File: config.mk
export PLATFORM = sky130hd
export DESIGN_NAME = nand_phy_rd_capture
export DESIGN_NICKNAME = d
export VERILOG_FILES = /design/src/rtl/nand_phy_rd_capture.sv
export SDC_FILE = /design/constraint.sdc
export NUM_CORES = 1
export LEC_CHECK = 0
export CAP_MARGIN = 20
export CELL_PAD_IN_SITES_DETAIL_PLACEMENT = 1
export CELL_PAD_IN_SITES_GLOBAL_PLACEMENT = 2
export CORE_MARGIN = 1.5
export CORE_UTILIZATION = 47
export CTS_CLUSTER_SIZE = 14
export DETAILED_ROUTE_END_ITERATION = 10
export PLACE_DENSITY = 0.88
export SYNTH_ARGS = -nofsm -noshare
export SYNTH_HDL_FRONTEND = slang
export SYNTH_SLANG_ARGS = --single-unit
export TNS_END_PERCENT = 10
File: constraint.sdc
create_clock -name clk0 -period 9.6 [get_ports clk0]
set_input_delay 1.92 -clock clk0 [delete_from_list [all_inputs] [get_ports clk0]]
set_output_delay 1.92 -clock clk0 [all_outputs]
set_load 0.02 [all_outputs]
File: src/rtl/nand_phy_rd_capture.sv
// NAND PHY read-data capture: aligns a burst to a programmed latency, packs {fall, rise} beats
// into words and queues them in a FIFO toward the controller. Optional LFSR checker: NAND_RD_CHECK_EN.
module nand_phy_rd_capture #(
  parameter int DQ_WIDTH   = 8,
  parameter int FIFO_DEPTH = 16,
  parameter int LAT_W      = 4,
  parameter int CNT_W      = 16
) (
  input  logic                  clk0,
  input  logic                  rst0,
  input  logic                  rd_start,
  input  logic [CNT_W-1:0]      rd_len,
  input  logic [LAT_W-1:0]      rd_lat,
  input  logic [DQ_WIDTH-1:0]   rd_data_rise,
  input  logic [DQ_WIDTH-1:0]   rd_data_fall,
  output logic [2*DQ_WIDTH-1:0] out_data,
  output logic                  out_valid,
  input  logic                  out_ready,
  output logic                  out_last,
  output logic                  busy,
  output logic                  done,
  output logic                  overflow,
  input  logic [2*DQ_WIDTH-1:0] chk_seed,
  output logic [15:0]           err_cnt
);
  localparam int W  = 2 * DQ_WIDTH;
  localparam int AW = $clog2(FIFO_DEPTH);

  typedef enum logic [1:0] {IDLE, WAIT_LAT, CAPTURE, FINISH} state_t;

  state_t             state_q, state_d;
  logic [LAT_W-1:0]   lat_cnt_q, lat_cnt_d;
  logic [CNT_W-1:0]   len_q, len_d;
  logic [CNT_W-1:0]   beat_q, beat_d;
  logic [AW-1:0]      wr_ptr_q, wr_ptr_d;
  logic [AW-1:0]      rd_ptr_q, rd_ptr_d;
  logic [AW:0]        cnt_q, cnt_d;
  logic               overflow_q, overflow_d;
  logic               busy_q, busy_d;
  logic               done_q, done_d;
  logic [W:0]         mem_q [FIFO_DEPTH];

  logic [W-1:0]       word;
  logic               last_beat;
  logic               cap;
  logic               pop;
  logic               full;
  logic               wr_en;

  always_comb begin
    word      = {rd_data_fall, rd_data_rise};
    last_beat = (beat_q == len_q - CNT_W'(1));
    cap       = (state_q == CAPTURE);
    pop       = (cnt_q != '0) && out_ready;
    full      = (cnt_q == (AW+1)'(FIFO_DEPTH));
    // A pop in the same cycle frees the head entry, so a full FIFO still accepts the write.
    wr_en     = cap && (!full || pop);

    state_d    = state_q;
    lat_cnt_d  = lat_cnt_q;
    len_d      = len_q;
    beat_d     = beat_q;
    overflow_d = overflow_q;

    case (state_q)
      IDLE: begin
        if (rd_start) begin
          len_d      = rd_len;
          lat_cnt_d  = rd_lat;
          beat_d     = '0;
          overflow_d = 1'b0;
          if (rd_len == '0)      state_d = FINISH;
          else if (rd_lat == '0) state_d = CAPTURE;
          else                   state_d = WAIT_LAT;
        end
      end
      WAIT_LAT: begin
        if (lat_cnt_q == LAT_W'(1)) state_d = CAPTURE;
        else                         lat_cnt_d = lat_cnt_q - LAT_W'(1);
      end
      CAPTURE: begin
        beat_d = beat_q + CNT_W'(1);
        if (!wr_en)    overflow_d = 1'b1;
        if (last_beat) state_d = FINISH;
      end
      FINISH:  state_d = IDLE;
      default: state_d = IDLE;
    endcase

    busy_d   = (state_d != IDLE);
    done_d   = (state_d == FINISH);
    wr_ptr_d = wr_ptr_q + AW'(wr_en);
    rd_ptr_d = rd_ptr_q + AW'(pop);
    cnt_d    = cnt_q + (AW+1)'(wr_en) - (AW+1)'(pop);
  end

  always_ff @(posedge clk0) begin
    if (rst0) begin
      state_q    <= IDLE;
      lat_cnt_q  <= '0;
      len_q      <= '0;
      beat_q     <= '0;
      wr_ptr_q   <= '0;
      rd_ptr_q   <= '0;
      cnt_q      <= '0;
      overflow_q <= 1'b0;
      busy_q     <= 1'b0;
      done_q     <= 1'b0;
    end else begin
      state_q    <= state_d;
      lat_cnt_q  <= lat_cnt_d;
      len_q      <= len_d;
      beat_q     <= beat_d;
      wr_ptr_q   <= wr_ptr_d;
      rd_ptr_q   <= rd_ptr_d;
      cnt_q      <= cnt_d;
      overflow_q <= overflow_d;
      busy_q     <= busy_d;
      done_q     <= done_d;
    end
  end

  always_ff @(posedge clk0) begin
    if (wr_en) mem_q[wr_ptr_q] <= {last_beat, word};
  end

  // Head is gated by valid so the outputs read zero while the FIFO is empty.
  assign out_valid = (cnt_q != '0);
  assign out_data  = out_valid ? mem_q[rd_ptr_q][W-1:0] : '0;
  assign out_last  = out_valid & mem_q[rd_ptr_q][W];
  assign busy      = busy_q;
  assign done      = done_q;
  assign overflow  = overflow_q;

`ifdef NAND_RD_CHECK_EN
  logic [W-1:0] lfsr_q, lfsr_d;
  logic [15:0]  err_q, err_d;

  // Every captured beat is compared, including beats the FIFO had to drop.
  always_comb begin
    lfsr_d = lfsr_q;
    err_d  = err_q;
    if (state_q == IDLE && rd_start) begin
      lfsr_d = chk_seed;
      err_d  = '0;
    end else if (cap) begin
      lfsr_d = {lfsr_q[W-2:0], lfsr_q[W-1] ^ lfsr_q[W-3] ^ lfsr_q[W-4] ^ lfsr_q[W-6]};
      if (word != lfsr_q && err_q != 16'hFFFF) err_d = err_q + 16'd1;
    end
  end

  always_ff @(posedge clk0) begin
    if (rst0) begin
      lfsr_q <= '0;
      err_q  <= '0;
    end else begin
      lfsr_q <= lfsr_d;
      err_q  <= err_d;
    end
  end

  assign err_cnt = err_q;
`else
  logic unused_chk_seed;
  assign unused_chk_seed = ^chk_seed;
  assign err_cnt         = '0;
`endif

endmodule

== Yosys cells after proc, flatten, opt, wreduce, memory -nomap -nowiden ==
Memories as Yosys holds them, arrays and structs flattened. A register that Yosys moved wholly into a read port is not among the register bits.
Index checks and enable logic that the tools add are counted.
Word-level totals
  bits in writable memories: 272
  register bits after elaboration: 54
  logic and storage cells: 62
  output and inout port bits: 37
  bits of input ports: 56
  memories kept: 1
Cells by class
  reduce and logical (&&, ||, !) cells: 15
  add/subtract/negate cells: 7
  muxes and demuxes: 18
  bitwise operators: 1
  equality and inequality tests: 10
Memory list
  mem_q: words 16, bits a word 17, rd ports 1, clocked after memory_dff 1, wr ports 1, RTL line 41  | logic [W:0] mem_q [FIFO_DEPTH];
Operators with widths (count)
  $mux W16: 2
  $pmux W16 S2: 1
  $add A16 B1 Y16 const B: 1
  $eq A16 B16 Y1: 1
  $logic_not A16 Y1: 1
  $sub A16 B1 Y16 const B: 1
  $mux W4: 3
  $mux W2: 5
  $add A4 B1 Y4: 2
  $pmux W2 S4: 1
  $pmux W4 S2: 1
  $eq A2 B2 Y1 const B: 3
  $ne A2 B2 Y1 const B: 3
  $reduce_and A3 Y1: 2
  $reduce_bool A2 Y1: 3
  $add A5 B1 Y5: 1
  $eq A5 B5 Y1 const B: 1
  $reduce_bool A5 Y1: 1
  $sub A5 B1 Y5: 1
  $eq A4 B1 Y1 const B: 1
  $logic_not A4 Y1: 1
  $mux W1: 4
  $reduce_and A2 Y1: 2
  $sub A4 B1 Y4 const B: 1
  other kinds (7): 8

== Longest topological paths before layout ==
Gate-level depths: netlist of the first run.
  depth after elaboration: 6
  gate-level depth with buffers: 16
  mapped depth without buffers: 15

== Worst setup path before layout of the first run ==
Ideal clock, no wire load.
  path type: reg-to-output
  start point: register, netlist name rd_ptr_q[0]
  end point: output out_data[0]
  path buffers: 3
  data required time: 7680 ps
  cell stages (with the launch flop): 7
  slack: 5172 ps
  data arrival time: 2508 ps
  cells stage by stage: dfxtp_1 clkbuf_1 buf_1 buf_2 mux4_2 mux4_2 nor2b_1
RTL lines
  to (decl): RTL line 16  | output logic [2*DQ_WIDTH-1:0] out_data,

==> impl_metrics.py, run 1 <==
metrics = {
    "status": {
        "run_status": "finished, final reports clean",
    },
    "clock_tree": {
        "post_cts_buffers": 0,
        "cts.path.max_buffers": 3,
        "cts-hold-fix-buffers": 0,
        "tritoncts": "yes",
        "clockRootBuffer": "sky130_fd_sc_hd__clkbuf_16",
        "clock_insertion_delay_worst_skew_ps": 530,
        "cts_buffers": 35,
        "clk_pin_slew_worst_paths_ps": 60,
        "ctsHtreeMaxLevel": 2,
        "clock_sink_count": 326,
        "post_cts.resized_instances": 0,
    },
    "die": {
        "boundaryPins": 93,
        "fp.dieH_microns": 173,
        "die_w_microns": 173,
        "core_region_area_sq_um": 28100,
        "initial_core_util_pct": 48.2,
        "fp.dieArea_sq_um": 29800,
        "placementRows": 61,
    },
    "worst_setup_path": {
        "crit_buf_inv": 2,
        "crit_arrival_ps": 3940,
        "setup.worst_path.start_class": "flop",
        "cp_slowest_cell": "sky130_fd_sc_hd__buf_4",
        "timing.critical_path.max_delay_family": "buffers and inverters",
        "ff2ff_setup_slack_ps": 6540,
        "cell_by_cell_listing_of_the_critical_path": "buf_4 > mux4_2 > mux4_2 > nor2b_1 > clkdlybuf4s50_1",
        "crit-reg2reg-launch": "state_q[1]$_SDFF_PP0_",
        "crit_path_frequent_cell": "sky130_fd_sc_hd__mux4_2",
        "regToRegEndpoint": "mem_q[4][4]$_DFFE_PP_",
        "timing.critical_path.to_type": "output pin",
        "path_max_fanout": 49,
        "slowest_delay_ps": 840,
        "path_class": "flop to output pin",
        "critical_path_required_ps": 7680,
        "worst-r2r-cell-count": 5,
    },
    "drt": {
        "antenna_left": 0,
        "detail_route.drc_violations": 0,
        "drt_iter0_drc": 509,
        "detailedRoute.firstPassIterationCount": 4,
        "wl_per_cell_microns": 24.7,
        "routed_wirelength_microns": 32200,
        "average_via_count_per_standard_cell": 5.78,
        "num_vias": 7525,
    },
    "sta": {
        "grt_setup_unrepaired": "false",
        "worst-slew-pin-transition_ps": 1110,
        "fin_setup_tns_ps": 0,
        "timing.slew.headroom_pct": 25.7,
        "fmax_mhz": 171,
        "hold-worst-slack_ps": 475,
        "finalCritPeriodShare_pct": 61.0,
        "finalCriticalPeriod_ps": 5860,
        "final-hold-violation-count": 0,
        "timing.final.setup_violations": 0,
        "worst_clock_skew_ps": 24.6,
        "timing_max_transition_violations_final": 0,
        "postLayoutSetupSlackWorst_ps": 3740,
    },
    "synthesis": {
        "netlist.area_leader.share_pct": 60.3,
        "syn_area_sq_um": 13500,
        "adder_cell_area_share_of_the_yosys_netlist_pct": 1.44,
        "synth_mux_area_share_pct": 14.5,
        "post_synth.cell_area_avg_sq_um": 16.4,
        "simple_gate_portion_of_the_synthesized_area_pct": 8.13,
        "synth_area_leaders": "sky130_fd_sc_hd__edfxtp_1 60%, sky130_fd_sc_hd__mux4_2 14%, sky130_fd_sc_hd__dfxtp_1 8.0%, sky130_fd_sc_hd__a21oi_1 1.6%, sky130_fd_sc_hd__nor2_1 1.5%",
        "synth_top_family_by_area": "multiplexers",
        "synth_cells": 824,
        "synth-warning-count": 0,
        "synth-xor-area-share_pct": 1.81,
        "synth.yosys.seq_area_share_pct": 68.3,
        "async_flop_share_pct": 0,
        "synth_edf_count": 272,
        "top_ff_cell_synth": "sky130_fd_sc_hd__edfxtp_1",
        "yosys.cell_types.count": 49,
        "synth_area_leader_cell": "sky130_fd_sc_hd__edfxtp_1",
        "synth-seq-cells": 326,
        "synth-compound-area-share_pct": 3.11,
    },
    "global_route": {
        "grt.met3_usage_pct": 4.16,
        "grt_antenna_before_repair": 0,
        "grt_pass1_wl_microns": 49000,
        "globalRouteMet2Util_pct": 37.9,
        "globalRoute.busiestLayer": "met2",
        "global_route.usage.met1_pct": 27.6,
        "largest_net_degree_at_the_start_of_global_routing": 71,
        "groute.usage.overall_pct": 22.0,
        "grt.overflow.total": 0,
        "first_global_vias": 8159,
    },
    "hold_path": {
        "worst_hold_path.endpoint": "len_q[15]$_SDFFE_PP0P_",
        "hold_path_depth": 2,
        "min-delay-path-class": "flop to flop",
        "worstHoldStart": "len_q[15]$_SDFFE_PP0P_",
    },
    "power": {
        "max-vdd-ir-drop_uv": 199,
        "cellPowerDensity_nw_per_um2": 238,
        "total_leakage_power_nw": 5.02,
        "overall_power_consumption_mw": 3.73,
    },
    "place": {
        "pre_cts_ws_ps": 4250,
        "place.gp.congestion": 0.744,
        "dp.cells": 1239,
        "placed_cell_area_sq_um": 14600,
        "place_hpwl_microns": 19100,
        "io_buffers": 60,
    },
    "finish": {
        "fin_nets": 969,
        "layoutNonFillerInstCount": 1303,
        "insertedDiodeCount": 0,
        "post-route-cell-area_sq_um": 15700,
        "area.growth.synth_to_final_pct": 15.9,
        "final_util_pct": 55.9,
        "n_fill_cell": 2644,
        "drive_above_1_share_pct": 20.6,
    },
    "run": {
        "cap_violations": 0,
    },
}
[layout make-up]
class,instances,area [sq um],share of cell area [%]
Sequential cell,326,9250,58.9
Multi-Input combinational cell,437,4040,25.7
Tap cell,378,473,3.01
Timing Repair Buffer,82,761,4.84
Clock buffer,41,908,5.78
Inverter,16,60.1,0.382
Clock inverter,23,208,1.32
[cell families (layout without fill, tap and decap cells)]
family / after synthesis / count (layout)
AO/OA/AOI/OAI: 71 / 71
other: 1 / 16
multiplexers: 90 / 90
AND/OR/NAND/NOR: 217 / 217
adder cells (fa/ha/maj): 15 / 15
XOR/XNOR: 28 / 28
buffers and inverters: 76 / 162
flip-flops: 326 / 326
[worst max path at each step]
stage                           start           end  slack (ps)  depth (start not counted)
3_5_place_dp   rd_ptr_q[0]$_SDFF_PP0_   out_data[1]        4250                          5
6_report       rd_ptr_q[0]$_SDFF_PP0_   out_data[1]        3740                          5
4_1_cts        rd_ptr_q[0]$_SDFF_PP0_   out_data[1]        3640                          5
5_1_grt        rd_ptr_q[0]$_SDFF_PP0_   out_data[1]        3520                          5
2_1_floorplan  rd_ptr_q[0]$_SDFF_PP0_   out_data[0]        5170                          6
3_3_place_gp   rd_ptr_q[0]$_SDFF_PP0_  out_data[11]        4320                          5
[cells in the final DEF (no fill, tap or decap), types with 3 or more instances in the layout]
cell                                n
sky130_fd_sc_hd__a211oi_1           3
sky130_fd_sc_hd__a21oi_1           42
sky130_fd_sc_hd__buf_4             22
sky130_fd_sc_hd__clkbuf_1           5
sky130_fd_sc_hd__clkbuf_16         35
sky130_fd_sc_hd__clkdlybuf4s50_1   59
sky130_fd_sc_hd__clkinv_1           7
sky130_fd_sc_hd__clkinv_2           6
sky130_fd_sc_hd__conb_1            16
sky130_fd_sc_hd__dfxtp_1           52
sky130_fd_sc_hd__edfxtp_1         272
sky130_fd_sc_hd__ha_1              14
sky130_fd_sc_hd__inv_1             16
sky130_fd_sc_hd__mux2i_1            3
sky130_fd_sc_hd__mux4_2            85
sky130_fd_sc_hd__nand2_1           51
sky130_fd_sc_hd__nand2b_1           8
sky130_fd_sc_hd__nand3_1           20
sky130_fd_sc_hd__nand4_1            4
sky130_fd_sc_hd__nor2_1            41
sky130_fd_sc_hd__nor2_2            13
sky130_fd_sc_hd__nor2b_1           26
sky130_fd_sc_hd__nor3_1            11
sky130_fd_sc_hd__nor3_2             4
sky130_fd_sc_hd__nor3b_1            5
sky130_fd_sc_hd__nor4_1             9
sky130_fd_sc_hd__o211ai_1           5
sky130_fd_sc_hd__o21a_1             3
sky130_fd_sc_hd__o21ai_0            6
sky130_fd_sc_hd__o22ai_1            3
sky130_fd_sc_hd__or2_2              5
sky130_fd_sc_hd__or3_1              7
sky130_fd_sc_hd__or4_1              3
sky130_fd_sc_hd__xnor2_1           17
sky130_fd_sc_hd__xor2_1            11
[synthesized netlist by cell type (all sizes together), types with 16 or more instances]
library cell,n
nand2,51
a21oi,42
xnor2,17
nor2b,26
edfxtp,272
nand3,20
inv,16
nor2,54
buf,25
dfxtp,54
clkbuf,35
mux4,85
[power breakdown]
group	switching [mW]	leakage, nW	total [mW]	internal [mW]
clock network	0.561	0.544	1.30	0.743
logic	0.409	1.57	0.816	0.407
registers	0.0477	2.91	1.61	1.56
total	1.02	5.02	3.73	2.71
[flip-flops by register name (all words and copies together), names as in the netlist]
register / flops
done: 1
beat_q: 16
overflow: 1
state_q: 2
rd_ptr_q: 4
lat_cnt_q: 4
mem_q: 272
len_q: 16
wr_ptr_q: 4
cnt_q: 5
busy: 1
[layer usage]
layer / wire length, microns / vias to the layer above
met5: 0 / -
met4: 1140 / 0
met3: 1750 / 80
met2: 16400 / 234
met1: 12800 / 3897
li1: - / 3314
[worst min-delay path, delay by kind of cell, from the launching register on]
| family | cells | cell delay (ps) |
|---|---|---|
| flip-flops | 1 | 320 |
| AND/OR/NAND/NOR | 1 | 60 |
| AO/OA/AOI/OAI | 1 | 50 |
Note: power is estimated with default switching activity, not from simulation.
==> run 2, diff against run 1 <==
--- a/config.mk
+++ b/config.mk
@@ -9,10 +9,10 @@
 export CELL_PAD_IN_SITES_DETAIL_PLACEMENT = 1
 export CELL_PAD_IN_SITES_GLOBAL_PLACEMENT = 2
 export CORE_MARGIN = 1.5
-export CORE_UTILIZATION = 47
+export CORE_UTILIZATION = 40
 export CTS_CLUSTER_SIZE = 14
 export DETAILED_ROUTE_END_ITERATION = 10
-export PLACE_DENSITY = 0.88
+export PLACE_DENSITY = 0.8
 export SYNTH_ARGS = -nofsm -noshare
 export SYNTH_HDL_FRONTEND = slang
 export SYNTH_SLANG_ARGS = --single-unit
==> constraint.sdc (replaced) <==
create_clock -name clk0 -period 4.7 [get_ports clk0]
set_input_delay 0.94 -clock clk0 [delete_from_list [all_inputs] [get_ports clk0]]
set_output_delay 0.94 -clock clk0 [all_outputs]
set_load 0.02 [all_outputs]
==> impl_metrics.py, run 2 (synthesis gave the netlist of run 1 again) <==
metrics = {
    "status": {
        "run_status": "finished, final reports clean",
    },
    "clock_tree": {
        "cts.path.max_buffers": 3,
        "clock_sink_count": 326,
        "tritoncts": "yes",
        "clk_pin_slew_worst_paths_ps": 60,
        "post_cts.resized_instances": 0,
        "clockRootBuffer": "sky130_fd_sc_hd__clkbuf_16",
        "ctsHtreeMaxLevel": 2,
        "post_cts_buffers": 0,
        "clock_insertion_delay_worst_skew_ps": 520,
        "cts_buffers": 36,
        "cts-hold-fix-buffers": 0,
    },
    "worst_setup_path": {
        "critical_path.startpoint": "rd_ptr_q[0]$_SDFF_PP0_",
        "setup.worst_path.start_class": "flop",
        "critical_path_required_ps": 3760,
        "crit-reg2reg-launch": "cnt_q[3]$_SDFF_PP0_",
        "crit_arrival_ps": 3320,
        "worst-r2r-cell-count": 15,
        "path_class": "flop to output pin",
        "path_max_fanout": 24,
        "timing.critical_path.to_type": "output pin",
    },
    "sta": {
        "grt_setup_unrepaired": "false",
        "worst-slew-pin-transition_ps": 1040,
        "final-hold-violation-count": 0,
        "fin_setup_tns_ps": 0,
        "timing.final.setup_violations": 0,
        "finalCriticalPeriod_ps": 4260,
        "finalCritPeriodShare_pct": 90.7,
        "worst_clock_skew_ps": 17.6,
        "fmax_mhz": 235,
        "hold-worst-slack_ps": 473,
        "timing.slew.headroom_pct": 30.6,
        "timing_max_transition_violations_final": 0,
    },
    "die": {
        "initial_core_util_pct": 40.5,
        "boundaryPins": 93,
        "die_w_microns": 187,
        "placementRows": 67,
        "fp.dieArea_sq_um": 35000,
        "fp.dieH_microns": 187,
        "core_region_area_sq_um": 33400,
    },
    "global_route": {
        "largest_net_degree_at_the_start_of_global_routing": 71,
        "first_global_vias": 7945,
        "grt_antenna_before_repair": 0,
        "grt_pass1_wl_microns": 47800,
        "grt.overflow.total": 0,
        "groute.usage.overall_pct": 18.0,
    },
    "finish": {
        "area.growth.synth_to_final_pct": 17.0,
        "multiInputGateArea_sq_um": 4040,
        "largest_register_ffs": 272,
        "most-common-layout-cells": "272 x sky130_fd_sc_hd__edfxtp_1, 85 x sky130_fd_sc_hd__mux4_2, 59 x sky130_fd_sc_hd__clkdlybuf4s50_1",
        "leading_cell_type_in_the_layout_fill_and_taps_excluded": "sky130_fd_sc_hd__edfxtp_1",
        "fin_nets": 977,
        "regMostFlops": "mem_q",
        "drive_above_1_share_pct": 21.1,
        "insertedDiodeCount": 0,
        "n_fill_cell": 3210,
        "biggestRegsByFlops": "mem_q: 272 flops, beat_q: 16 flops, len_q: 16 flops",
        "seqCellArea_sq_um": 9250,
    },
    "place": {
        "place_hpwl_microns": 19400,
        "io_buffers": 60,
        "place.gp.congestion": 0.765,
    },
    "power": {
        "cellInternalPower_mw": 5.51,
        "switching_share_pct": 27.0,
        "switchingPower_mw": 2.04,
        "clock_power_share_pct": 34.3,
        "sequential_fraction_of_design_power_pct": 43.7,
        "relative_contribution_of_combinational_cells_to_total_power_pct": 22.0,
        "total_leakage_power_nw": 5.07,
        "cellPowerDensity_nw_per_um2": 476,
        "max-vdd-ir-drop_uv": 358,
    },
    "drt": {
        "routed_wirelength_microns": 30800,
        "detail_route.drc_violations": 0,
        "wl_per_cell_microns": 22.3,
        "drt_iter0_drc": 557,
        "num_vias": 7436,
        "antenna_left": 0,
        "average_via_count_per_standard_cell": 5.39,
        "detailedRoute.firstPassIterationCount": 5,
    },
    "hold_path": {
        "hold_path_depth": 2,
        "worstHoldStart": "len_q[15]$_SDFFE_PP0P_",
        "min-delay-path-class": "flop to flop",
    },
    "run": {
        "cap_violations": 0,
    },
}
-- run 2: cell count changes in the layout (fill, tap and decap cells not counted), moves of 2 or more --
cell | before | now
sky130_fd_sc_hd__bufinv_16 | 2 | 0
sky130_fd_sc_hd__buf_4 | 22 | 26
sky130_fd_sc_hd__buf_12 | 0 | 3
sky130_fd_sc_hd__clkinv_4 | 2 | 0
sky130_fd_sc_hd__clkinv_2 | 6 | 9
sky130_fd_sc_hd__clkinv_1 | 7 | 9
sky130_fd_sc_hd__clkinv_8 | 2 | 0
sky130_fd_sc_hd__inv_6 | 0 | 2
sky130_fd_sc_hd__clkbuf_16 | 35 | 37
-- run 2: worst paths after layout --
check	end	slack, ps
worst max-delay path	out_last	440
worst min-delay path	len_q[15]$_SDFFE_PP0P_	470
worst max register to register	cnt_q[4]$_SDFF_PP0_	1640
worst min register to register	len_q[15]$_SDFFE_PP0P_	470
-- run 2: metal layers --
layer | track usage, % | part of all wire (%) | wire [microns]
met1 | 25.1 | 44 | 13600
met5 | 0 | 0 | 0
met4 | 5.30 | 2.2 | 682
met3 | 2.78 | 5.1 | 1570
met2 | 29.3 | 48 | 14900
-- run 2: per-stage QoR --
stage | instance area (sq um) | power [mW] | util, % | std cells | setup slack, ps
2_1_floorplan | 13600 | 4.47 | - | 839 | 1250
5_1_grt | 15900 | 7.85 | 47.4 | 1380 | 278
6_report | 15900 | 7.54 | 47.4 | 1380 | 437
3_3_place_gp | 14800 | 5.02 | 44.2 | 1316 | 899
3_5_place_dp | 14800 | 5.04 | 44.2 | 1316 | 931
4_1_cts | 15900 | 7.63 | 47.4 | 1380 | 373
-- run 2: critical path, cell delays in order (launching register included) --
cell	delay [ps]
sky130_fd_sc_hd__dfxtp_4	690
sky130_fd_sc_hd__buf_12	290
sky130_fd_sc_hd__mux4_2	530
sky130_fd_sc_hd__mux4_2	480
sky130_fd_sc_hd__nor2b_1	180
sky130_fd_sc_hd__clkdlybuf4s50_1	600
-- run 2: area by class of cell --
class | count | area share [%]
inverters | 16 | 0.379
clock buffers | 41 | 5.94
repair buffers | 89 | 5.37
multi-input cells | 437 | 25.5
clock inverters | 23 | 0.908
well taps | 448 | 3.54
flip-flops and latches | 326 | 58.4
-- run 2: power by group through the flow --
stage | Sequential (mW) | Combinational (mW) | Clock, mW
2_1_floorplan | 3.29 | 1.18 | 0
3_3_place_gp | 3.36 | 1.65 | 0
3_5_place_dp | 3.36 | 1.68 | 0
4_1_cts | 3.30 | 1.69 | 2.64
5_1_grt | 3.32 | 1.80 | 2.74
6_report | 3.30 | 1.66 | 2.59
==> run 3, diff against run 2 <==
--- a/config.mk
+++ b/config.mk
@@ -12,6 +12,7 @@
 export CORE_UTILIZATION = 40
 export CTS_CLUSTER_SIZE = 14
 export DETAILED_ROUTE_END_ITERATION = 10
+export GPL_ROUTABILITY_DRIVEN = 0
 export PLACE_DENSITY = 0.8
 export SYNTH_ARGS = -nofsm -noshare
 export SYNTH_HDL_FRONTEND = slang
==> results of run 3 <==
Same layout as run 2: the final DEF is identical, and so are final timing and power.
